## config.mk

```make
export PLATFORM = sky130hd
export DESIGN_NAME = issue_ctrl
export DESIGN_NICKNAME = d
export VERILOG_FILES = /design/src/rtl/issue_ctrl.sv
export SDC_FILE = /design/constraint.sdc
export NUM_CORES = 1
export LEC_CHECK = 0
export CELL_PAD_IN_SITES_DETAIL_PLACEMENT = 1
export CELL_PAD_IN_SITES_GLOBAL_PLACEMENT = 2
export CORE_MARGIN = 1.5
export CORE_UTILIZATION = 24
export CTS_CLUSTER_DIAMETER = 60
export CTS_CLUSTER_SIZE = 12
export DETAILED_ROUTE_END_ITERATION = 6
export PLACE_DENSITY = 0.76
export REMOVE_ABC_BUFFERS = 1
export SYNTH_ARGS = -nofsm -noshare
export SYNTH_HDL_FRONTEND = slang
export SYNTH_SLANG_ARGS = --single-unit
```

## constraint.sdc

```tcl
create_clock -name clk -period 3 [get_ports clk]
set_clock_uncertainty 0.15 [all_clocks]
set_input_delay 0.3 -clock clk [delete_from_list [all_inputs] [get_ports clk]]
set_output_delay 0.3 -clock clk [all_outputs]
set_load 0.05 [all_outputs]
```

## src/rtl/issue_ctrl.sv

```systemverilog
// issue_ctrl: dual-issue decision, register scoreboard and issue pipeline register.
package issue_pkg;
    typedef struct packed {
        logic [1:0][4:0] r_reg;
        logic [4:0]      w_reg;
    } reg_info_t;
    typedef struct packed {
        logic [31:0] pc;
        reg_info_t   register_info;
    } inst_t;
endpackage

module issue_ctrl
    import issue_pkg::*;
#(
    parameter int NREG     = 32,
    parameter int WB_PORTS = 2
) (
    input  logic                     clk,
    input  logic                     rst,
    input  inst_t [1:0]              inst_i,
    input  logic [1:0]               inst_valid_i,
    input  logic [1:0]               long_lat_i,
    output logic [1:0]               issue_num_o,
    output logic                     stall_o,
    input  logic                     ex_ready_i,
    output inst_t [1:0]              is_inst_o,
    output logic [1:0]               is_valid_o,
    input  logic [WB_PORTS-1:0]      wb_valid_i,
    input  logic [WB_PORTS-1:0][4:0] wb_reg_i,
    input  logic                     flush_i
);
    logic [NREG-1:0] r_sb;
    logic [NREG-1:0] w_clr;
    logic [NREG-1:0] w_set;
    logic [NREG-1:0] w_sb;
    logic            w_out_free;
    logic            w_go;
    logic            w_iss0;
    logic            w_iss1;
    logic            w_raw;
    logic            w_waw;

    function automatic logic pend(input logic [4:0] r, input logic [NREG-1:0] sb);
        pend = (|r) & sb[r];
    endfunction

    function automatic logic haz(input inst_t i, input logic [NREG-1:0] sb);
        haz = pend(i.register_info.r_reg[0], sb) | pend(i.register_info.r_reg[1], sb) |
              pend(i.register_info.w_reg, sb);
    endfunction

    // Releases are applied before the hazard check so a writeback can wake its consumer in the same cycle
    always_comb begin
        w_clr = '0;
        for (int k = 0; k < WB_PORTS; k++)
            if (wb_valid_i[k]) w_clr[wb_reg_i[k]] = 1'b1;
    end

    assign w_sb       = r_sb & ~w_clr;
    assign w_out_free = ~is_valid_o[0] | ex_ready_i;
    assign w_go       = w_out_free & ~rst & ~flush_i;
    assign w_raw      = (|inst_i[0].register_info.w_reg) &
                        ((inst_i[1].register_info.r_reg[0] == inst_i[0].register_info.w_reg) |
                         (inst_i[1].register_info.r_reg[1] == inst_i[0].register_info.w_reg));
    assign w_waw      = (|inst_i[0].register_info.w_reg) &
                        (inst_i[1].register_info.w_reg == inst_i[0].register_info.w_reg);
    assign w_iss0     = w_go & inst_valid_i[0] & ~haz(inst_i[0], w_sb);
    assign w_iss1     = w_iss0 & inst_valid_i[1] & ~haz(inst_i[1], w_sb) & ~w_raw & ~w_waw &
                        ~long_lat_i[0];
    assign issue_num_o = {w_iss1, w_iss0 ^ w_iss1};
    assign stall_o     = ~w_out_free | rst;

    always_comb begin
        w_set = '0;
        if (w_iss0 & long_lat_i[0]) w_set[inst_i[0].register_info.w_reg] = 1'b1;
        if (w_iss1 & long_lat_i[1]) w_set[inst_i[1].register_info.w_reg] = 1'b1;
        w_set[0] = 1'b0;
    end

    // Set is OR-ed after the release so a new producer wins over the older one's writeback
    always_ff @(posedge clk) begin
        if (rst) begin
            r_sb       <= '0;
            is_valid_o <= '0;
            is_inst_o  <= '0;
        end else begin
            r_sb <= flush_i ? '0 : (w_sb | w_set);
            if (flush_i)
                is_valid_o <= '0;
            else if (w_out_free) begin
                is_inst_o  <= inst_i;
                is_valid_o <= {w_iss1, w_iss0};
            end
        end
    end
endmodule

```

==> metrics.txt <==
Hold Fails Final Rpt 0; Final Critical Period 3.53 ns; 1st-iter DRT viols 775; PortBufs 212; pre-CTS setup slack -1.30 ns; final worst path period share 118%; number of flops mapped to enable cells by yosys 0; hold_buf cts 0; final design utilization 46.3%; Syn Std Cell Area 7650 um2; async set-reset flop share out of synthesis 0%; post-route ant nets 0; Leakage 0.00551 uW; WS Path Type input port to primary output; num rows 65; final worst slack -0.528 ns; Slew Limit Fails 0; critical path required time 2.55 ns; share of cells above drive strength 1 34.9%; synthesized instance count 1064; Max Clk Rate 0.283 GHz; die area 33000 um2; Syn Area/Cell 7.19 um2; final setup fails 35; unrepaired setup endpoints after global routing true; Warnings, synthesis 0; GRT Util Overall 26.2%; TritonCTS clock tree yes; CP endpoint kind primary output; first-pass GRT wire length 65.6 mm; Initial Utilization 24.3%; clock slew at reported path FFs 0.06 ns; Clock Sinks 128; root buffer cell clkbuf_16; placed cell areas 12000 um2; WL final 45.8 mm; CORE AREA 31500 um2; Netlist cell types 66; Avg WL per Cell 23.6 um; clk_lat worst skew 0.44 ns; R2R cell count 18; top-count cell post-synth nand2_1; # DRC 0; vias in the first global route 10643; Yosys reg bits 128; P&R area growth vs syn 90.4%; Synth top cells by count nand2_1 (234), dfxtp_1 (128), a21oi_1 (116), nor2_1 (90), clkbuf_1 (76); I/O pins 213; CP Launch Type input port; total number of vias 10594; Die H 182 um; Num CTS Buffers 17; worst slew pin tran 0.915 ns; Slew Limit Headroom 39.0%; failing checks setup timing; register area share after synthesis 33.5%; outcome complete, but fails checks; nets@finish 1639; post-DP HPWL 32.0 mm; remaining global-route overflow 0; top cells by area, synth dfxtp_1 (33%), nand2_1 (11%), a21oi_1 (7.6%); Power Dens Cells 365 nW/um2; share of the synthesized area in the top cell type 33.5%; largest net degree at the start of global routing 78; Worst VDD drop 0.000345 V; Hold WC Path Type input port to flip-flop; ys flop type dfxtp_1; crit path max fanout 5; CTS max path bufs 2; initial antenna violation count 1; post-synth top area cell dfxtp_1; hold-critical path depth 4; TritonRoute pass-1 iters 5; max cap viols 0; final instance area 14600 um2; Die Wd 182 um; GPL Wtd Cong 1.02; CTS H-tree depth 4; Via density 5.46; critical path arrival 3.08 ns
[area by class of cell]
type	instances	area, um2
repair buffers	534	5010
clock buffers	20	457
flip-flops and latches	128	2560
clock inverters	12	110
fillers	3632	16900
inverters	16	72.6
well taps	402	503
diodes	1	2.50
multi-input cells	828	5840
[placed cells by master (no fill, tap or decap), types with 10 or more instances in the layout]
cell,count
o221ai_2,10
nor3_1,24
o22ai_2,10
a21oi_1,114
nand2_1,227
dfxtp_1,126
o21ai_0,14
xor2_1,10
inv_1,12
o221ai_1,11
o31ai_4,10
nand3_1,26
a31oi_1,20
nor2b_1,10
clkbuf_16,18
buf_6,50
buf_4,256
a31oi_4,10
clkdlybuf4s50_1,193
buf_12,12
nor2_1,79
[stage by stage]
step | total power (uW) | hold WS (ns) | std cells | TNS (ns)
floorplan | 2380 | 0.219 | 971 | -140.90
global placement | 3080 | 0.291 | 1850 | -36.23
detailed placement | 3100 | 0.296 | 1850 | -39.56
CTS | 5280 | 0.244 | 1919 | -8.65
global route | 5520 | 0.230 | 1941 | -11.30
finish | 5310 | 0.200 | 1941 | -9.45
[critical path: stages]
cell and delay, ns:
buf_8 0.10, or4b_4 0.59, buf_6 0.15, o221ai_4 0.21, buf_6 0.16, nor3_2 0.04
a31oi_1 0.18, nor3b_2 0.08, nor3_2 0.24, o2111ai_2 0.23, a211oi_4 0.27, buf_6 0.16
nand2_4 0.06, buf_12 0.14, clkinv_8 0.04, buf_12 0.12
[timing repair]
item                       CTS  global route
setup endpoints to repair   35            35
pin swaps                   53            51
gates cloned                 6             1
gates resized for setup    200           154
buffers inserted            32            23
[per-layer routing]
layer	track usage, %	part of all wire (%)	wire length, um
met5	0	0	0
met4	14.2	5.4	2490
met3	5.11	6.9	3160
met2	42.9	47	21500
met1	32.3	41	18700
[path summary, 6_finish.rpt]
check / end / slack, ns / from
min: is_inst_o[4]$_SDFFE_PP0P_ / 0.20 / inst_i[4]
min reg2reg: is_inst_o[8]$_SDFFE_PP0P_ / 0.30 / is_inst_o[8]$_SDFFE_PP0P_
max: issue_num_o[1] / -0.53 / wb_reg_i[4]
max reg2reg: r_sb[11]$_SDFF_PP0_ / -0.37 / r_sb[11]$_SDFF_PP0_
[flip-flops by register name, summed over array words and instances (netlist names)]
register	cells
is_inst_o	94
is_valid_o	2
r_sb	32
[power breakdown]
| part | total [uW] | switching (uW) | internal, uW |
|---|---|---|---|
| clock | 2070 | 883 | 1190 |
| sequential | 1810 | 35.0 | 1770 |
| combinational | 1440 | 833 | 606 |
| total | 5310 | 1750 | 3560 |
[cells by family (layout without fill, tap and decap cells)]
family / Yosys count / after routing / share of synthesized area, %
other: 0 / 1 / 0
buffers and inverters: 109 / 582 / 5.58
flip-flops: 128 / 128 / 33.5
AND/OR/NAND/NOR: 482 / 483 / 29.0
AO/OA/AOI/OAI: 316 / 316 / 27.6
XOR/XNOR: 16 / 16 / 1.83
multiplexers: 13 / 13 / 2.53
Power figures use the tool's default switching activity.
